**src/rtl/instruction_fetch_unit_if.sv**
```systemverilog
// Fetch-stage bus: decode control in, program-memory port, IF/ID register out.
// The master side is the pipeline/memory environment; the slave side is the fetch unit.
// Widths follow the fetch unit's WIDTH / ADD_WIDTH parameters.
interface instruction_fetch_unit_if #(
  parameter int WIDTH     = 32,
  parameter int ADD_WIDTH = 8
);
  logic                 stall;
  logic                 redirect;
  logic [ADD_WIDTH-1:0] redirect_pc;
  logic [WIDTH-1:0]     instruction_in;
  logic [ADD_WIDTH-1:0] pc_out;
  logic [WIDTH-1:0]     if_id_instr;
  logic [ADD_WIDTH-1:0] if_id_pc;
  logic                 if_id_valid;
  logic                 halted;
  logic [15:0]          fetch_count;
  logic [15:0]          stall_count;

  modport master (
    output stall, redirect, redirect_pc, instruction_in,
    input  pc_out, if_id_instr, if_id_pc, if_id_valid, halted,
           fetch_count, stall_count
  );

  modport slave (
    input  stall, redirect, redirect_pc, instruction_in,
    output pc_out, if_id_instr, if_id_pc, if_id_valid, halted,
           fetch_count, stall_count
  );
endinterface

```
**src/rtl/instruction_fetch_unit.sv**
```systemverilog
// Fetch stage: drives PC to async program memory, captures word into IF/ID, halts on opcode 7'h7F.
// Latency: memory word appears in IF/ID one clk after its PC is presented on pc_out.
// Backpressure: stall holds PC and IF/ID; redirect overrides stall. FETCH_PERF_CNT_EN adds saturating counters.
module instruction_fetch_unit #(
  parameter int                   WIDTH     = 32,
  parameter int                   ADD_WIDTH = 8,
  parameter logic [ADD_WIDTH-1:0] RESET_PC  = '0,
  parameter logic [WIDTH-1:0]     NOP_INSTR = 'h0000_0013
) (
  input  logic                     clk,
  input  logic                     rst,
  instruction_fetch_unit_if.slave  fetch
);

  localparam logic [6:0] HALT_OPCODE = 7'b1111111;

  typedef enum logic {RUN, HALT} state_t;

  state_t               state_q;
  logic [ADD_WIDTH-1:0] pc_q;
  logic [ADD_WIDTH-1:0] pc_d;
  logic [WIDTH-1:0]     if_id_instr_q;
  logic [ADD_WIDTH-1:0] if_id_pc_q;
  logic                 if_id_valid_q;
  logic                 halted_q;
  logic                 is_halt;
  logic                 load_fire;
  logic                 stall_cycle;

  // Sequential PC wraps naturally at 2^ADD_WIDTH.
  assign pc_d        = pc_q + 1'b1;
  assign is_halt     = (fetch.instruction_in[6:0] == HALT_OPCODE);
  // A real instruction enters IF/ID only in RUN with neither redirect nor stall.
  assign load_fire   = (state_q == RUN) && !fetch.redirect && !fetch.stall;
  assign stall_cycle = (state_q == RUN) && !fetch.redirect &&  fetch.stall;

  // Fetch FSM with PC and IF/ID pipeline register; redirect > stall > normal in RUN.
  always_ff @(posedge clk) begin
    if (rst) begin
      state_q       <= RUN;
      pc_q          <= RESET_PC;
      if_id_instr_q <= NOP_INSTR;
      if_id_pc_q    <= '0;
      if_id_valid_q <= 1'b0;
      halted_q      <= 1'b0;
    end else begin
      case (state_q)
        RUN: begin
          if (fetch.redirect) begin
            // Word currently on instruction_in is wrong-path: replace with a bubble.
            pc_q          <= fetch.redirect_pc;
            if_id_instr_q <= NOP_INSTR;
            if_id_valid_q <= 1'b0;
          end else if (!fetch.stall) begin
            if_id_instr_q <= fetch.instruction_in;
            if_id_pc_q    <= pc_q;
            if_id_valid_q <= 1'b1;
            if (is_halt) begin
              // Halt word still goes to decode, but the PC freezes on it.
              state_q  <= HALT;
              halted_q <= 1'b1;
            end else begin
              pc_q <= pc_d;
            end
          end
        end
        HALT: begin
          // Only reset leaves HALT; drain IF/ID to bubbles once decode accepts.
          if (!fetch.stall) begin
            if_id_instr_q <= NOP_INSTR;
            if_id_valid_q <= 1'b0;
          end
        end
        default: state_q <= RUN;
      endcase
    end
  end

  assign fetch.pc_out      = pc_q;
  assign fetch.if_id_instr = if_id_instr_q;
  assign fetch.if_id_pc    = if_id_pc_q;
  assign fetch.if_id_valid = if_id_valid_q;
  assign fetch.halted      = halted_q;

`ifdef FETCH_PERF_CNT_EN
  logic [15:0] fetch_count_q;
  logic [15:0] stall_count_q;

  // Saturating performance counters for fetched words and decode-stall cycles.
  always_ff @(posedge clk) begin
    if (rst) begin
      fetch_count_q <= '0;
      stall_count_q <= '0;
    end else begin
      if (load_fire && (fetch_count_q != 16'hFFFF)) fetch_count_q <= fetch_count_q + 16'd1;
      if (stall_cycle && (stall_count_q != 16'hFFFF)) stall_count_q <= stall_count_q + 16'd1;
    end
  end

  assign fetch.fetch_count = fetch_count_q;
  assign fetch.stall_count = stall_count_q;
`else
  logic unused_perf;
  assign unused_perf       = load_fire ^ stall_cycle;
  assign fetch.fetch_count = 16'h0000;
  assign fetch.stall_count = 16'h0000;
`endif

endmodule

```
**src/flat_wrapper.sv**
```systemverilog
// flat-port wrapper written by rule: the top's interface ports become plain ports
module instruction_fetch_unit_flat 
#(
  parameter int                   WIDTH     = 32,
  parameter int                   ADD_WIDTH = 8,
  parameter logic [ADD_WIDTH-1:0] RESET_PC  = '0,
  parameter logic [WIDTH-1:0]     NOP_INSTR = 'h0000_0013
)
  (clk, rst, fetch_stall, fetch_redirect, fetch_redirect_pc, fetch_instruction_in, fetch_pc_out, fetch_if_id_instr, fetch_if_id_pc, fetch_if_id_valid, fetch_halted, fetch_fetch_count, fetch_stall_count);
  instruction_fetch_unit_if #(.WIDTH(WIDTH), .ADD_WIDTH(ADD_WIDTH)) fetch_i ();
  input  logic clk;
  input  logic rst;
  input wire logic [$bits(fetch_i.stall)-1:0] fetch_stall;
  input wire logic [$bits(fetch_i.redirect)-1:0] fetch_redirect;
  input wire logic [$bits(fetch_i.redirect_pc)-1:0] fetch_redirect_pc;
  input wire logic [$bits(fetch_i.instruction_in)-1:0] fetch_instruction_in;
  output wire logic [$bits(fetch_i.pc_out)-1:0] fetch_pc_out;
  output wire logic [$bits(fetch_i.if_id_instr)-1:0] fetch_if_id_instr;
  output wire logic [$bits(fetch_i.if_id_pc)-1:0] fetch_if_id_pc;
  output wire logic [$bits(fetch_i.if_id_valid)-1:0] fetch_if_id_valid;
  output wire logic [$bits(fetch_i.halted)-1:0] fetch_halted;
  output wire logic [$bits(fetch_i.fetch_count)-1:0] fetch_fetch_count;
  output wire logic [$bits(fetch_i.stall_count)-1:0] fetch_stall_count;
  assign fetch_i.stall = fetch_stall;
  assign fetch_i.redirect = fetch_redirect;
  assign fetch_i.redirect_pc = fetch_redirect_pc;
  assign fetch_i.instruction_in = fetch_instruction_in;
  assign fetch_pc_out = fetch_i.pc_out;
  assign fetch_if_id_instr = fetch_i.if_id_instr;
  assign fetch_if_id_pc = fetch_i.if_id_pc;
  assign fetch_if_id_valid = fetch_i.if_id_valid;
  assign fetch_halted = fetch_i.halted;
  assign fetch_fetch_count = fetch_i.fetch_count;
  assign fetch_stall_count = fetch_i.stall_count;
  instruction_fetch_unit #(.WIDTH(WIDTH), .ADD_WIDTH(ADD_WIDTH), .RESET_PC(RESET_PC), .NOP_INSTR(NOP_INSTR)) u_core (.clk(clk), .rst(rst), .fetch(fetch_i));
endmodule
```
**config.mk**
```make
export PLATFORM = sky130hd
export DESIGN_NAME = instruction_fetch_unit_flat
export DESIGN_NICKNAME = d
export VERILOG_FILES = /design/src/rtl/instruction_fetch_unit_if.sv /design/src/rtl/instruction_fetch_unit.sv /design/src/flat_wrapper.sv
export SDC_FILE = /design/constraint.sdc
export NUM_CORES = 1
export LEC_CHECK = 0
export ABC_CLOCK_PERIOD_IN_PS = 1200
export BUFFER_PORTS_ARGS = -buffer_cell sky130_fd_sc_hd__buf_4
export CAP_MARGIN = 25
export CORE_UTILIZATION = 41
export CTS_BUF_LIST = sky130_fd_sc_hd__clkbuf_2 sky130_fd_sc_hd__clkbuf_4 sky130_fd_sc_hd__clkbuf_8
export CTS_CLUSTER_DIAMETER = 30
export CTS_CLUSTER_SIZE = 25
export DETAILED_ROUTE_END_ITERATION = 10
export PLACE_DENSITY = 0.83
export SLEW_MARGIN = 5
export SYNTH_ARGS = -nofsm -noshare
export SYNTH_HDL_FRONTEND = slang
export SYNTH_SLANG_ARGS = --single-unit
```
**constraint.sdc**
```tcl
create_clock -name clk -period 1.2 [get_ports clk]
set_input_delay 0.18 -clock clk [delete_from_list [all_inputs] [get_ports clk]]
set_output_delay 0.18 -clock clk [all_outputs]
set_load 0.02 [all_outputs]
```
==> impl_metrics.tcl <==
set metrics [dict create \
    run_status "complete, no violations" \
    route.detailed.drc 0 \
    diodes 0 \
    ios 126 \
    cp.required_ns 1.43 \
    maxSlewViolCount 0 \
    crit_arrival_ns 1.40 \
    drt_pass1_iterations 4 \
    hold_viol 0 \
    power_uw 3613 \
    maxCapViolations 0 \
    finalWirelength_um 5876 \
    crit_family "compound AO/OA/AOI/OAI gates" \
    fp.coreArea_mm2 0.005205 \
    avgSynthCellArea_um2 8.672 \
    rows 26 \
    dieArea_mm2 0.005800 \
    synth_edf_count 0 \
    nets 414 \
    end_kind "register" \
    cts.sinks 51 \
    hp-class "in2reg" \
    synth.largest_area_cell "dfxtp_1" \
    ys_top_cells_by_count "51 x dfxtp_1, 38 x nor2_1, 34 x buf_4" \
    routabilityCongestion 0.7826 \
    die_h_um 76.16 \
    slowest_stage "dfxtp_4" \
    finalCritPeriodShare 0.9774 \
    critical_path_class "reg2reg" \
    min_from "fetch_instruction_in[18]" \
    synth_top_family_by_area "compound AO/OA/AOI/OAI gates" \
    htree_num_levels 2 \
    synthSimpleGateAreaFrac 0.1598 \
    synth_area_mm2 0.002255 \
    drtIter0Drc 92 \
    synth_top_area_frac 0.4528 \
    cpPeakStageDelay_ns 0.37 \
    vias 2154 \
    grt_overflow 0 \
    clock_skew_ns 0.007829 \
    clock.fmax_ghz 0.8526 \
    hpwlAfterDp_um 4200 \
    grt_usage 0.1890 \
    ys.flop_type "dfxtp_1" \
    clk_latency_ns 0.31 \
    async_flop_share 0 \
    setup_viol 0 \
    crit_start "u_core.fetch.pc_out[0]" \
    synth_cell_types 35 \
    numPortBuffers 93 \
    worst-path-buf-inv 0 \
    hold_buffers 0 \
    yosysSeqAreaShare 0.4528 \
    cts.reportedPaths.clkPinSlew_ns 0.10 \
    synthAdderAreaFrac 0.005549 \
    drive_above_1_share 0.4270 \
    crit_fanout 3 \
    syn_to_final_growth_pct 46.73 \
    antenna_found_initial 0 \
    wl_per_cell_um 13.35 \
    startpoint_type "register" \
    reg2reg_from "u_core.fetch.pc_out[0]" \
    leakage_uw 0.001504 \
    ys_ff_latch 51 \
    finalNonFillerCells 440 \
    synth_compound_area_frac 0.2192 \
    syn_inst 260 \
    finalSetupTns_ns 0 \
    cts-root-buf "clkbuf_8" \
    cp_cell_sequence "ha_4 > and3_4 > a31oi_1 > o21ai_1 > a21oi_1" \
    period_needed_ns 1.173 \
    peakVddDrop_v 0.0006754 \
    synth_mux_area_frac 0.004440 \
    cts_made_buffers 5 \
    start_util 0.4332 \
    yosysMostFrequentCell "dfxtp_1" \
    grt_max_degree 29 \
    detail-route-antenna-nets 0 \
    first_global_vias 1922 \
    reg2reg_slack_ns 0.03 \
    die_w_um 76.16 \
    yosys_warnings 0 \
    rsz0062_at_grt "true" \
    vias_per_cell 4.895 \
    clockBufferDepth 2 \
    cts_tree "yes" \
    place_inst 427 \
    holdWs_ns 0.1003 \
    ys_top_cells_by_area "dfxtp_1 45%, buf_4 11%, a22oi_1 9.7%, nor2_1 6.3%, nand2_1 4.3%" \
    synthXorXnorAreaFrac 0 \
    power.density_mw_per_mm2 1092 \
    grt_pass1_wl_um 8776 \
]
## metrics by stage
stage,utilization,area [µm²],setup WS [ns]
finish,0.6356,3308,0.02715
global route,0.6356,3308,-0.02995
CTS,0.6072,3161,0.001890
detailed placement,0.5863,3052,-0.1642
global placement,0.5863,3052,-0.06884
floorplan,-,2384,-0.01992
## what timing repair did
| item | CTS | global route |
|---|---|---|
| pin swaps | 2 | 5 |
| gates resized for setup | 4 | 20 |
| endpoints found under the setup margin | 10 | 29 |
| setup buffers | 0 | 3 |
| gates cloned | 0 | 2 |
## sequential cells by signal, summed over array words and instances (netlist names)
name                      flops
u_core.fetch.halted           1
u_core.fetch.if_id_instr     32
u_core.fetch.if_id_pc         8
u_core.fetch.if_id_valid      1
u_core.fetch.pc_out           8
u_core.state_q                1
## final timing paths
check | endpoint | cells past startpoint
worst max register to register | u_core.fetch.pc_out[6] | 5
worst min-delay path | u_core.fetch.if_id_instr[18] | 3
worst min register to register | u_core.fetch.if_id_pc[5] | 2
worst max-delay path | u_core.fetch.pc_out[6] | 5
## cell usage in the layout (no fill, tap or decap), types with 3 or more instances in the layout
cell type  Yosys  routed
buf_4         34     115
dfxtp_1       51      43
nor2_1        38      38
conb_1         1      32
a22oi_1       29      27
nand2_1       26      24
a21oi_1       18      15
dfxtp_2        0       7
o21ai_0        8       6
clkbuf_8       0       6
nand3_1        5       5
nand2b_1       4       4
a21oi_2        1       4
a31oi_1        3       3
buf_12         0       3
## per-layer routing
| layer | global-route usage | vias to the layer above | part of all wire |
|---|---|---|---|
| met2 | 0.3173 | 95 | 0.49 |
| met1 | 0.2214 | 986 | 0.42 |
| met5 | 0 | - | 0 |
| li1 | - | 1061 | - |
| met4 | 0.07692 | 0 | 0.019 |
| met3 | 0.06228 | 12 | 0.066 |
## final cells by class
type	count	area, µm²
Clock buffer	6	82.58
Inverter	3	11.26
Timing Repair Buffer	122	996.0
Fill cell	423	1897
Multi-Input combinational cell	186	1082
Tap cell	70	87.58
Sequential cell	51	1033
Clock inverter	2	15.01
## kinds of logic after synthesis
group                      after synthesis
and+or+nand+nor                         80
AOI/OAI and AO/OA                       72
buffers and inverters                   54
DFF                                     51
muxes                                    1
adders and majority gates                1
other                                    1
## power breakdown
group / switching [µW] / total, µW / internal (µW)
registers: 47.7 / 1800 / 1760
logic: 419 / 754 / 335
clock network: 581 / 1050 / 473
total: 1050 / 3610 / 2570
## worst reg2reg max path, delay by kind of cell (launching register included)
family	cells	cell delay [ns]
simple gates	1	0.17
flops	1	0.37
compound gates	3	0.39
fa+ha+maj	1	0.16
Power figures use the tool's default switching activity.
